File: src/rtl/control_pipe_pkg.sv
// Shared pipeline defines: opcodes, writeback/forward encodings, branch
// funct3 codes, the decode control bundle and the branch-condition helper.
package control_pipe_pkg;

    // Base-ISA major opcodes
    localparam logic [6:0] OP_LOAD   = 7'b0000011;
    localparam logic [6:0] OP_STORE  = 7'b0100011;
    localparam logic [6:0] OP_RTYPE  = 7'b0110011;
    localparam logic [6:0] OP_ITYPE  = 7'b0010011;
    localparam logic [6:0] OP_BRANCH = 7'b1100011;
    localparam logic [6:0] OP_JAL    = 7'b1101111;
    localparam logic [6:0] OP_JALR   = 7'b1100111;
    localparam logic [6:0] OP_LUI    = 7'b0110111;
    localparam logic [6:0] OP_AUIPC  = 7'b0010111;

    localparam int REG_W = 5;

    // Writeback result select
    typedef enum logic [1:0] {
        RES_ALU = 2'b00,
        RES_MEM = 2'b01,
        RES_PC4 = 2'b10
    } result_src_t;

    // ALU operand source select
    typedef enum logic [1:0] {
        FWD_RF  = 2'b00,
        FWD_WB  = 2'b01,
        FWD_MEM = 2'b10
    } forward_t;

    // Branch condition codes carried in funct3
    localparam logic [2:0] F3_BEQ = 3'b000;
    localparam logic [2:0] F3_BNE = 3'b001;
    localparam logic [2:0] F3_BLT = 3'b100;
    localparam logic [2:0] F3_BGE = 3'b101;

    // Decode-stage control bundle as staged into E
    typedef struct packed {
        logic       reg_write;
        logic       mem_write;
        logic       jump;
        logic       branch;
        logic       alu_src;
        logic       sel_adder;
        logic [1:0] result_src;
    } ctrl_t;

    // Branch condition from funct3 and ALU flags; unknown codes never branch
    function automatic logic branch_cond(input logic [2:0] funct3,
                                         input logic       zero,
                                         input logic       lt);
        logic taken;
        // NOTE: default first so every path assigns; otherwise a latch is inferred.
        taken = 1'b0;
        case (funct3)
            F3_BEQ:  taken = zero;
            F3_BNE:  taken = ~zero;
            F3_BLT:  taken = lt;
            F3_BGE:  taken = ~lt;
            default: taken = 1'b0;
        endcase
        return taken;
    endfunction

endpackage

File: src/rtl/hazard_detect.sv
// Hazard unit: load-use stall, control-flow flush and operand forwarding.
// Purely combinational from the current stage registers and decode inputs.
module hazard_detect
    import control_pipe_pkg::*;
(
    input  logic [1:0]       result_src_e,
    input  logic [REG_W-1:0] rd_e,
    input  logic [REG_W-1:0] rs1_e,
    input  logic [REG_W-1:0] rs2_e,
    input  logic [REG_W-1:0] rs1_d,
    input  logic [REG_W-1:0] rs2_d,
    input  logic             reg_write_m,
    input  logic [REG_W-1:0] rd_m,
    input  logic             reg_write_w,
    input  logic [REG_W-1:0] rd_w,
    input  logic             pc_src_e,
    output logic             stall_f,
    output logic             stall_d,
    output logic             flush_d,
    output logic             flush_e,
    output logic [1:0]       forward_a_e,
    output logic [1:0]       forward_b_e
);

    logic lw_stall;

    // Memory stage is checked first so the youngest producer wins; x0 never matches
    function automatic forward_t fwd_sel(input logic [REG_W-1:0] rs);
        if (reg_write_m && (rd_m != '0) && (rd_m == rs))
            return FWD_MEM;
        else if (reg_write_w && (rd_w != '0) && (rd_w == rs))
            return FWD_WB;
        else
            return FWD_RF;
    endfunction

    // Load in E whose destination feeds the instruction in D must wait a cycle
    assign lw_stall = (result_src_e == RES_MEM) && (rd_e != '0) &&
                      ((rd_e == rs1_d) || (rd_e == rs2_d));

    // A redirect flushes D and E; a stall also bubbles E but holds F and D
    assign stall_f = lw_stall;
    assign stall_d = lw_stall;
    assign flush_d = pc_src_e;
    assign flush_e = lw_stall | pc_src_e;

    // Operand source selection for both ALU inputs
    assign forward_a_e = fwd_sel(rs1_e);
    assign forward_b_e = fwd_sel(rs2_e);

endmodule

File: src/rtl/control_pipe.sv
// Control-path pipeline: stages decode controls through E, M and W,
// resolves branches in E and hosts the hazard unit.
module control_pipe
    import control_pipe_pkg::*;
(
    input  logic             clk,
    input  logic             rst,
    input  logic             RegWriteD,
    input  logic             MemWriteD,
    input  logic             JumpD,
    input  logic             BranchD,
    input  logic             ALUSrcD,
    input  logic             sel_adder,
    input  logic [1:0]       ResultSrcD,
    input  logic [2:0]       funct3D,
    input  logic [REG_W-1:0] Rs1D,
    input  logic [REG_W-1:0] Rs2D,
    input  logic [REG_W-1:0] RdD,
    input  logic             ZeroE,
    input  logic             LtE,
    output logic             RegWriteE,
    output logic             RegWriteM,
    output logic             RegWriteW,
    output logic             MemWriteE,
    output logic             MemWriteM,
    output logic             ALUSrcE,
    output logic             sel_adderE,
    output logic [1:0]       ResultSrcE,
    output logic [1:0]       ResultSrcM,
    output logic [1:0]       ResultSrcW,
    output logic [REG_W-1:0] Rs1E,
    output logic [REG_W-1:0] Rs2E,
    output logic [REG_W-1:0] RdE,
    output logic [REG_W-1:0] RdM,
    output logic [REG_W-1:0] RdW,
    output logic             PCSrcE,
    output logic             StallF,
    output logic             StallD,
    output logic             FlushD,
    output logic             FlushE,
    output logic [1:0]       ForwardAE,
    output logic [1:0]       ForwardBE
);

    typedef struct packed {
        ctrl_t            ctrl;
        logic [2:0]       funct3;
        logic [REG_W-1:0] rs1;
        logic [REG_W-1:0] rs2;
        logic [REG_W-1:0] rd;
    } e_stage_t;

    typedef struct packed {
        logic             reg_write;
        logic             mem_write;
        logic [1:0]       result_src;
        logic [REG_W-1:0] rd;
    } m_stage_t;

    typedef struct packed {
        logic             reg_write;
        logic [1:0]       result_src;
        logic [REG_W-1:0] rd;
    } w_stage_t;

    e_stage_t e_d, e_q;
    m_stage_t m_q;
    w_stage_t w_q;

    // Gather the decode-stage inputs into the E-stage record
    always_comb begin
        e_d.ctrl.reg_write  = RegWriteD;
        e_d.ctrl.mem_write  = MemWriteD;
        e_d.ctrl.jump       = JumpD;
        e_d.ctrl.branch     = BranchD;
        e_d.ctrl.alu_src    = ALUSrcD;
        e_d.ctrl.sel_adder  = sel_adder;
        e_d.ctrl.result_src = ResultSrcD;
        e_d.funct3          = funct3D;
        e_d.rs1             = Rs1D;
        e_d.rs2             = Rs2D;
        e_d.rd              = RdD;
    end

    // D->E register: captures every cycle, loads an all-zero bubble on FlushE
    always_ff @(posedge clk or negedge rst) begin
        // NOTE: async clear keeps controls from leaking out of a reset mid-flight.
        if (!rst)
            e_q <= '0;
        else if (FlushE)
            e_q <= '0;
        else
            // NOTE: non-blocking so every stage samples the pre-edge value of the one before.
            e_q <= e_d;
    end

    // E->M register: advances unconditionally
    always_ff @(posedge clk or negedge rst) begin
        if (!rst) begin
            m_q <= '0;
        end else begin
            m_q.reg_write  <= e_q.ctrl.reg_write;
            m_q.mem_write  <= e_q.ctrl.mem_write;
            m_q.result_src <= e_q.ctrl.result_src;
            m_q.rd         <= e_q.rd;
        end
    end

    // M->W register: advances unconditionally
    always_ff @(posedge clk or negedge rst) begin
        if (!rst) begin
            w_q <= '0;
        end else begin
            w_q.reg_write  <= m_q.reg_write;
            w_q.result_src <= m_q.result_src;
            w_q.rd         <= m_q.rd;
        end
    end

    // Redirect on a jump or a taken branch resolved in E
    assign PCSrcE = e_q.ctrl.jump |
                    (e_q.ctrl.branch & branch_cond(e_q.funct3, ZeroE, LtE));

    assign RegWriteE  = e_q.ctrl.reg_write;
    assign MemWriteE  = e_q.ctrl.mem_write;
    assign ALUSrcE    = e_q.ctrl.alu_src;
    assign sel_adderE = e_q.ctrl.sel_adder;
    assign ResultSrcE = e_q.ctrl.result_src;
    assign Rs1E       = e_q.rs1;
    assign Rs2E       = e_q.rs2;
    assign RdE        = e_q.rd;

    assign RegWriteM  = m_q.reg_write;
    assign MemWriteM  = m_q.mem_write;
    assign ResultSrcM = m_q.result_src;
    assign RdM        = m_q.rd;

    assign RegWriteW  = w_q.reg_write;
    assign ResultSrcW = w_q.result_src;
    assign RdW        = w_q.rd;

    hazard_detect u_hazard (
        .result_src_e (e_q.ctrl.result_src),
        .rd_e         (e_q.rd),
        .rs1_e        (e_q.rs1),
        .rs2_e        (e_q.rs2),
        .rs1_d        (Rs1D),
        .rs2_d        (Rs2D),
        .reg_write_m  (m_q.reg_write),
        .rd_m         (m_q.rd),
        .reg_write_w  (w_q.reg_write),
        .rd_w         (w_q.rd),
        .pc_src_e     (PCSrcE),
        .stall_f      (StallF),
        .stall_d      (StallD),
        .flush_d      (FlushD),
        .flush_e      (FlushE),
        .forward_a_e  (ForwardAE),
        .forward_b_e  (ForwardBE)
    );

endmodule

File: config.mk
export PLATFORM = sky130hd
export DESIGN_NAME = control_pipe
export DESIGN_NICKNAME = d
export VERILOG_FILES = /design/src/rtl/control_pipe_pkg.sv /design/src/rtl/hazard_detect.sv /design/src/rtl/control_pipe.sv
export SDC_FILE = /design/constraint.sdc
export NUM_CORES = 1
export LEC_CHECK = 0
export CORE_MARGIN = 10
export CORE_UTILIZATION = 44
export CTS_CLUSTER_SIZE = 40
export DETAILED_ROUTE_END_ITERATION = 12
export PLACE_DENSITY_LB_ADDON = 0.1
export SKIP_CTS_REPAIR_TIMING = 1
export SLEW_MARGIN = 20
export SYNTH_ARGS = -nofsm -noshare
export SYNTH_HDL_FRONTEND = slang
export SYNTH_SLANG_ARGS = --single-unit
File: constraint.sdc
create_clock -name clk -period 2.77 [get_ports clk]
set_clock_uncertainty 0.15 [all_clocks]
set_input_delay 0.554 -clock clk [delete_from_list [all_inputs] [get_ports clk]]
set_output_delay 0.554 -clock clk [all_outputs]
set_load 0.005 [all_outputs]
==> qor.csv, run 1 <==
metric,value,unit
status,finished clean,
start_util,44.9,%
grt_pass1_vias,1567,
ys_ff_latch,43,
yosysTopAreaCell,dfrtp_1,
clk_latency,0.29,ns
crit_path_start_kind,primary input,
critPathMaxFanout,4,
die-area,7910,um2
ys.flop_type,dfrtp_1,
drc,0,
die_x,88.9,um
drtIter0Drc,47,
hpwl,4210,um
switching_power,615,uW
path_clk_slew,0.08,ns
max-cap-violations,0,
synth-warning-count,0,
wl_per_cell,17.1,um
maxSlewViolCount,0,
clk_path_buf_depth,2,
post-route-period-util,97.5,%
multiInputGateArea,828,um2
syn_nets,207,
ios,77,
hold_slack,0.227,ns
critical_path_arrival,2.00,ns
cp_num_buf_inv,2,
cp_top_family,buffers and inverters,
synth_compound_area_share,15.5,%
pre_cts_ws,-0.172,ns
gp_congestion,0.841,
synth-async-reset-ratio,100,%
placementRows,25,
worst_slew_pin_slew,0.914,ns
yosys.area_share.xor_xnor,13.0,%
syn_avg_cell_area,11.8,um2
p_per_area,646,nW/um2
syn_inst,177,
grt_max_degree,44,
setup_viol,0,
synthAdderAreaFrac,0,%
reg2reg_setup_slack,0.94,ns
grt_first_pass_wirelength,8270,um
netSwitchingFraction,30.5,%
ant_nets,0,
synth_commonest_cells,"43 x dfrtp_1, 27 x inv_1, 21 x buf_4",
htreeDepth,2,
ys_seq_area_share,51.5,%
cp_slowest_stage_delay,0.52,ns
pwr-share-seq,40.3,%
rsz0062_at_grt,no,
p_int,1400,uW
finalHoldViolations,0,
regArea,1080,um2
die_y,88.9,um
drive_gt1_share,25.2,%
comb_power_share,35.9,%
period_needed,2.70,ns
synth_mux_area_share,0.479,%
cp.required,2.07,ns
end_kind,output port,
finalWorstSetupSlack,0.0699,ns
postLayoutCoreUtil,67.0,%
track_usage,13.7,%
crit_type,in -> out,
slowest_stage,clkdlybuf4s50_1,
clockPowerShare,23.9,%
timing.slew.headroom,39.1,%
routed_via_density,4.95,
hold_class,reg -> reg,
synth-edff-count,0,
coreArea,4660,um2
yosysMostFrequentCell,dfrtp_1,
synth_simple_gate_area_share,5.39,%
power.leakage,0.00154,uW
ir_drop,345,uV
synth_top_area_share,51.5,%
nets,283,
n_fill_cell,342,
p_total,2020,uW
path_common_cell,clkdlybuf4s50_1,
dr.pass1.iters,4,
synth_cell_types,22,
io_buffers,76,
worstPathCellList,clkdlybuf4s50_1 -> mux2i_1 -> xnor2_1 -> a31o_2 -> clkdlybuf4s50_1,
antenna_found_initial,1,
cts_buffers,5,
syn-cell-area,2090,um2
cts_root_buf,clkbuf_8,
routed_wirelength,5290,um
cts_tree,done,
area_delta_synth_final,49.3,%
synth_area_leaders,"dfrtp_1 51%, a211oi_2 11%, buf_4 7.5%",
numClockSinks,43,
synth_top_family_by_area,compound AO/OA/AOI/OAI gates,
fmax,0.370,GHz
vias,1529,
grt_overflow,0,
-- final timing paths --
kind                                    startpoint                 endpoint  cells past startpoint
max in group asynchronous                      rst         RdW[0]$_DFF_PN0_                      1
setup reg to reg                  RdE[1]$_DFF_PN0_        Rs2E[0]$_DFF_PN0_                      5
min in group asynchronous                      rst      MemWriteM$_DFF_PN0_                      1
hold reg to reg            ResultSrcM[1]$_DFF_PN0_  ResultSrcW[1]$_DFF_PN0_                      0
hold / removal             ResultSrcM[1]$_DFF_PN0_  ResultSrcW[1]$_DFF_PN0_                      0
setup / recovery                             ZeroE                   PCSrcE                      5
-- layout by cell type, fill, tap and decap left out, drive strengths merged, types with 2 or more instances in the layout --
cell type / Yosys / routed
clkdlybuf4s50: 0 / 59
o21ai: 2 / 2
or4: 5 / 5
nand3: 4 / 4
nand2: 2 / 2
xnor2: 17 / 17
dlymetal6s2s: 0 / 15
inv: 27 / 27
a211oi: 26 / 26
clkbuf: 0 / 5
clkinv: 0 / 2
dfrtp: 43 / 43
nor4: 4 / 4
buf: 26 / 21
xor2: 14 / 14
-- sequential cells by signal, indices dropped and copies added, names as in the netlist --
register,flops
RdW,5
RegWriteW,1
MemWriteM,1
MemWriteE,1
RegWriteE,1
ALUSrcE,1
Rs2E,5
RdM,5
e_q,5
ResultSrcM,2
Rs1E,5
RegWriteM,1
ResultSrcW,2
sel_adderE,1
ResultSrcE,2
RdE,5
-- cell families after synthesis --
family                 count (synthesis)
AND/OR/NAND/NOR                       18
flip-flops                            43
multiplexers                           1
XOR/XNOR                              31
AO/OA/AOI/OAI                         31
buffers and inverters                 53
-- through the flow --
step                cells  TNS, ns  area (um2)
floorplan             177        0        2090
global placement      295   -0.427        2830
detailed placement    295   -0.466        2830
CTS                   303    -1.01        2940
global route          309        0        3120
finish                309        0        3120
-- routing by layer --
metal  routed length [um]  GRT usage [%]  vias up  share of wire [%]
li1                     -              -      723                  -
met1                 1860           14.0      746                 35
met2                 2890           24.4       53                 55
met3                  477           6.11        7                9.0
met4                   74           4.34        0                1.4
met5                    0              0        -                  0
-- power groups by stage --
stage	clock, uW	sequential, uW	combinational [uW]
final	481	811	723
after global routing	530	827	786
after CTS	496	813	662
after detailed placement	0	825	661
after global placement	0	822	653
after floorplan	0	822	343
-- area by class of cell --
cell class                 count  share of cell area, %
clock inverter                 3                   1.40
antenna                        1                 0.0802
timing repair buffer          95                   29.8
multi-input combinational     81                   26.5
inverter                      27                   3.25
sequential                    43                   34.5
clock buffer                   5                   2.21
tap                           54                   2.17
(Power assumes the default switching activity.)
==> run 2: changes to the inputs <==
--- a/config.mk
+++ b/config.mk
@@ -6,7 +6,8 @@
 export NUM_CORES = 1
 export LEC_CHECK = 0
 export CORE_MARGIN = 10
-export CORE_UTILIZATION = 44
+export CORE_UTILIZATION = 45
+export CTS_BUF_LIST = sky130_fd_sc_hd__clkbuf_8
 export CTS_CLUSTER_SIZE = 40
 export DETAILED_ROUTE_END_ITERATION = 12
 export PLACE_DENSITY_LB_ADDON = 0.1
==> run 2 against run 1 <==
  * Sequential share of layout area about the same
  * Maximum frequency up 0.13%
  * Core utilization up 3.7 points
  * Register-to-register slack about the same
  * Worst setup slack better by 0.0036 ns
  * Global-route usage down 1.2 points
  * Final cell count down 1.6%
  * Critical endpoint unchanged
==> qor.csv, run 2 (same netlist as run 1, synthesis figures left out) <==
metric,value,unit,change
status,finished clean,,
crit_path_end,PCSrcE,,
ios,77,,unchanged
worstRegToRegCells,5,,unchanged
htreeDepth,2,,unchanged
start_util,47.4,%,+2.5 points
worstPathCellList,clkdlybuf4s50_1 -> mux2i_1 -> xnor2_1 -> a31o_2 -> clkdlybuf4s50_1,,
cp.depth,5,,unchanged
ir_drop,428,uV,+24%
gp_congestion,0.974,,+16%
reg2reg_setup_slack,0.95,ns,about the same
multiInputGateArea,827,um2,-0.15%
cp_slowest_stage_delay,0.52,ns,about the same
min_from,ResultSrcM[0]$_DFF_PN0_,,
clk_path_buf_depth,2,,unchanged
die-area,7770,um2,-1.7%
die_x,88.2,um,-0.87%
layout_commonest_cell,clkdlybuf4s50_1,,
final_cells,304,,-1.6%
hpwl,3950,um,-6.2%
netSwitchingFraction,28.7,%,-1.9 points
dp.cells,293,,-0.68%
path_clk_slew,0.08,ns,about the same
drc,0,,unchanged
path_common_cell,clkdlybuf4s50_1,,
pwr-share-seq,39.2,%,-1.1 points
critical_path_arrival,1.99,ns,about the same
max-cap-violations,0,,unchanged
cp_num_buf_inv,2,,unchanged
r2r-start,RdE[1]$_DFF_PN0_,,
post-route-period-util,97.3,%,-0.13 points
final_cell_mix,"60 x clkdlybuf4s50_1, 42 x dfrtp_1, 28 x inv_1",,
antenna_found_initial,0,,-1
numClockSinks,43,,unchanged
diodes,0,,-1
routed_wirelength,4950,um,-6.6%
cp.required,2.07,ns,about the same
io_buffers,76,,unchanged
grt_first_pass_wirelength,7820,um,-5.4%
switching_power,594,uW,-3.4%
grt_overflow,0,,unchanged
crit_path_start_kind,primary input,,
track_usage,12.5,%,-1.2 points
timing.slew.headroom,39.1,%,about the same
cts_root_buf,clkbuf_8,,
clk_latency,0.29,ns,about the same
maxSlewViolCount,0,,unchanged
n_fill_cell,333,,-2.6%
r2r_end,RdE[0]$_DFF_PN0_,,
die_y,88.2,um,-0.87%
cts_buffers,5,,unchanged
crit_type,in -> out,,
period_needed,2.70,ns,-0.00356 ns
p_per_area,665,nW/um2,+3.0%
finalHoldViolations,0,,unchanged
hold_class,reg -> reg,,
critPathMaxFanout,5,,+1
wl_per_cell,16.3,um,-5.1%
drive_gt1_share,24.6,%,-0.59 points
setup_tns,0,ns,unchanged
clockPowerShare,27.2,%,+3.3 points
grt_pass1_vias,1669,,+6.5%
cp_top_family,buffers and inverters,,
cts_tree,done,,
slowest_stage,clkdlybuf4s50_1,,
dr.pass1.iters,4,,unchanged
grt_max_degree,44,,unchanged
comb_power_share,33.6,%,-2.3 points
ant_nets,0,,unchanged
setup_viol,0,,unchanged
nets,281,,-0.71%
crit_path_start,ZeroE,,
coreArea,4410,um2,-5.3%
end_kind,output port,,
area_delta_synth_final,49.1,%,
rsz0062_at_grt,yes,,
power.leakage,0.00152,uW,-1.3%
p_int,1480,uW,+5.6%
vias,1501,,-1.8%
routed_via_density,4.94,,-0.22%
fmax,0.371,GHz,+0.13%
placementRows,24,,-4.0%
holdPathStages,0,,unchanged
regArea,1080,um2,unchanged
drtIter0Drc,28,,-40%
worst_slew_pin_slew,0.914,ns,-0.0000294 ns
[run 2: cell types whose count changed in the layout (fill, tap and decap cells not counted), sizes merged]
cell,before,now
diode,1,0
bufinv,1,2
dlymetal6s2s,15,14
clkinv,2,0
clkbuf,5,6
buf,21,18
inv,27,28
clkdlybuf4s50,59,60
[run 2: worst min-delay path by stage]
stage	end	slack [ns]
finish	ResultSrcW[0]$_DFF_PN0_	0.22
global route	RegWriteM$_DFF_PN0_	0.24
CTS	ResultSrcW[0]$_DFF_PN0_	0.23
detailed placement	ResultSrcW[0]$_DFF_PN0_	0.21
global placement	ResultSrcW[0]$_DFF_PN0_	0.21
floorplan	ALUSrcE$_DFF_PN0_	0.11
[run 2: per-stage QoR]
| step | setup slack [ns] | power [uW] | hold slack, ns | util [%] | instance area (um2) |
|---|---|---|---|---|---|
| after CTS | -0.295 | 2040 | 0.226 | 67.1 | 2960 |
| after global routing | -0.106 | 2180 | 0.237 | 70.6 | 3120 |
| after floorplan | 0.395 | 1170 | 0.108 | - | 2090 |
| final | 0.0735 | 2070 | 0.224 | 70.6 | 3120 |
| after detailed placement | -0.209 | 1470 | 0.207 | 64.1 | 2830 |
| after global placement | -0.170 | 1460 | 0.207 | 64.1 | 2830 |
[run 2: area by class of cell]
| type | instances | area share (%) |
|---|---|---|
| Clock buffer | 5 | 2.21 |
| Timing Repair Buffer | 93 | 29.3 |
| Clock inverter | 3 | 2.05 |
| Sequential cell | 43 | 34.6 |
| Multi-Input combinational cell | 81 | 26.5 |
| Tap cell | 52 | 2.09 |
| Inverter | 27 | 3.25 |
[run 2: power groups by stage]
stage               Sequential [uW]  Clock (uW)  Combinational [uW]
CTS                             810         573                 654
detailed placement              823           0                 651
global route                    826         600                 756
floorplan                       822           0                 343
global placement                818           0                 639
finish                          813         564                 697
[run 2: worst register-to-register path: stages (launching register included)]
cell	delay, ns
dfrtp_1	0.38
or4_4	0.54
nor2_4	0.12
nor3b_4	0.07
buf_4	0.19
a211oi_1	0.27
[run 2: per-layer routing]
metal  share of wire [%]  global-route usage [%]  routed length [um]
met1                  37                    12.5                1810
met2                  53                    23.0                2620
met3                 9.0                    5.20                 445
met4                 1.4                    3.71                  70
met5                   0                       0                   0
==> run 3: changes to the inputs <==
--- a/config.mk
+++ b/config.mk
@@ -6,7 +6,7 @@
 export NUM_CORES = 1
 export LEC_CHECK = 0
 export CORE_MARGIN = 10
-export CORE_UTILIZATION = 45
+export CORE_UTILIZATION = 46
 export CTS_BUF_LIST = sky130_fd_sc_hd__clkbuf_8
 export CTS_CLUSTER_SIZE = 40
 export DETAILED_ROUTE_END_ITERATION = 12
==> run 3 against run 2 <==
  * Sequential cell count stayed put
  * Design area down 2.8%
  * Die area down 1.7%
  * Largest power group unchanged
  * Global-route usage up 0.77 points
  * Clock power is 14% lower
  * Routed wire length grew 2.3%
  * Worst hold slack improved by 0.0078 ns
  * First-iteration DRC count increased to 2.8 times the previous value
  * Critical path depth is the same
  * Combinational power is 2.9% lower
  * Count of clock-buffer cells in the layout unchanged
  * Critical endpoint unchanged
==> qor.csv, run 3 (same netlist as run 1, synthesis figures left out) <==
metric,value,unit,change
status,finished clean,,
drc,0,,unchanged
drive_gt1_share,21.2,%,-3.4 points
dpl_cell_area,2820,um2,-0.27%
p_per_area,651,nW/um2,-2.1%
ir_drop,357,uV,-17%
grt_max_degree,44,,unchanged
cp.required,2.07,ns,about the same
worst_slew_pin_slew,0.901,ns,-0.0122 ns
final_cell_area,3030,um2,-2.8%
coreArea,4380,um2,-0.68%
start_util,47.7,%,+0.32 points
maxSlewViolCount,0,,unchanged
grt_pass1_vias,1641,,-1.7%
clk_latency,0.29,ns,about the same
critical_path_arrival,1.98,ns,about the same
dr.pass1.iters,4,,unchanged
max-cap-violations,0,,unchanged
final_cell_mix,"62 x clkdlybuf4s50_1, 42 x dfrtp_1, 27 x inv_1",,
setup_viol,0,,unchanged
end_kind,output port,,
die_x,87.4,um,-0.85%
wl_per_cell,16.8,um,+3.0%
cts_root_buf,clkbuf_8,,
io_buffers,76,,unchanged
ios,77,,unchanged
hpwl,3970,um,+0.39%
die_y,87.4,um,-0.85%
setup_tns,0,ns,unchanged
layout_commonest_cell,clkdlybuf4s50_1,,
period_needed,2.69,ns,-0.00930 ns
timing.slew.headroom,39.9,%,+0.81 points
critPathMaxFanout,3,,-2
cts_tree,done,,
track_usage,13.3,%,+0.77 points
diodes,0,,unchanged
crit_path_start_kind,primary input,,
rsz0062_at_grt,no,,
cts_buffers,5,,unchanged
drtIter0Drc,78,,+180%
hold_slack,0.232,ns,+0.00777 ns
routed_wirelength,5060,um,+2.3%
gp_congestion,0.780,,-20%
fmax,0.372,GHz,+0.35%
hold_class,reg -> reg,,
nets,279,,-0.71%
post-route-period-util,97.0,%,-0.34 points
ant_nets,0,,unchanged
routed_via_density,4.95,,+0.19%
finalHoldViolations,0,,unchanged
grt_overflow,0,,unchanged
area_delta_synth_final,44.9,%,
clk_path_buf_depth,2,,unchanged
power.leakage,0.00147,uW,-3.1%
placementRows,24,,unchanged
path_clk_slew,0.08,ns,about the same
crit_type,in -> out,,
antenna_found_initial,0,,unchanged
htreeDepth,2,,unchanged
die-area,7640,um2,-1.7%
grt_first_pass_wirelength,8090,um,+3.3%
vias,1494,,-0.47%
numClockSinks,43,,unchanged
run 3: changes by cell type in the layout (fill, tap and decap cells not counted), moves of 2 or more:
cell / before / now
nand3_2: 2 / 0
dlymetal6s2s_1: 14 / 12
xnor2_1: 13 / 17
buf_4: 17 / 15
clkdlybuf4s50_1: 60 / 62
nand3_1: 2 / 4
xnor2_2: 4 / 0
run 3: per-stage QoR:
step                      instances  utilization [%]  total power, uW  worst slack, ns
after CTS                       300             66.9             1960           -0.320
final                           302             69.1             1970           0.0828
after global routing            302             69.1             2090          0.00364
after floorplan                 177                -             1170            0.395
after detailed placement        292             64.3             1480           -0.154
after global placement          292             64.3             1460           -0.149
run 3: area by class of cell:
class | count | area [um2]
repair buffers | 91 | 893
fillers | 322 | 1350
well taps | 52 | 65.1
inverters | 27 | 101
multi-input cells | 81 | 781
clock buffers | 5 | 68.8
flip-flops and latches | 43 | 1080
clock inverters | 3 | 43.8
run 3: routing by layer:
| layer | up-vias | part of all wire (%) | track usage (%) |
|---|---|---|---|
| met3 | 2 | 9.6 | 5.43 |
| met2 | 51 | 51 | 23.3 |
| met4 | 0 | 0.40 | 3.04 |
| met5 | - | 0 | 0 |
| met1 | 728 | 39 | 14.6 |
| li1 | 713 | - | - |
run 3: path summary, 6_finish.rpt:
path	startpoint	end	slack, ns	cells past startpoint
max in group asynchronous	rst	RdW[3]$_DFF_PN0_	1.62	1
max reg2reg	RdE[1]$_DFF_PN0_	RdE[4]$_DFF_PN0_	0.78	5
min reg2reg	MemWriteE$_DFF_PN0_	MemWriteM$_DFF_PN0_	0.23	0
max	LtE	PCSrcE	0.08	5
min	MemWriteE$_DFF_PN0_	MemWriteM$_DFF_PN0_	0.23	0
min in group asynchronous	rst	MemWriteM$_DFF_PN0_	0.24	1
run 3: report_power, final:
group	leakage (uW)	internal [uW]	switching [uW]	total [uW]
clock network	0.0000581	268	215	484
logic	0.000871	381	296	677
registers	0.000541	725	88.0	813
total	0.00147	1370	599	1970
run 3: critical path, stage by stage:
cell,delay (ns)
clkdlybuf4s50_1,0.41
mux2i_1,0.17
xnor2_1,0.14
a31o_2,0.20
clkdlybuf4s50_1,0.51
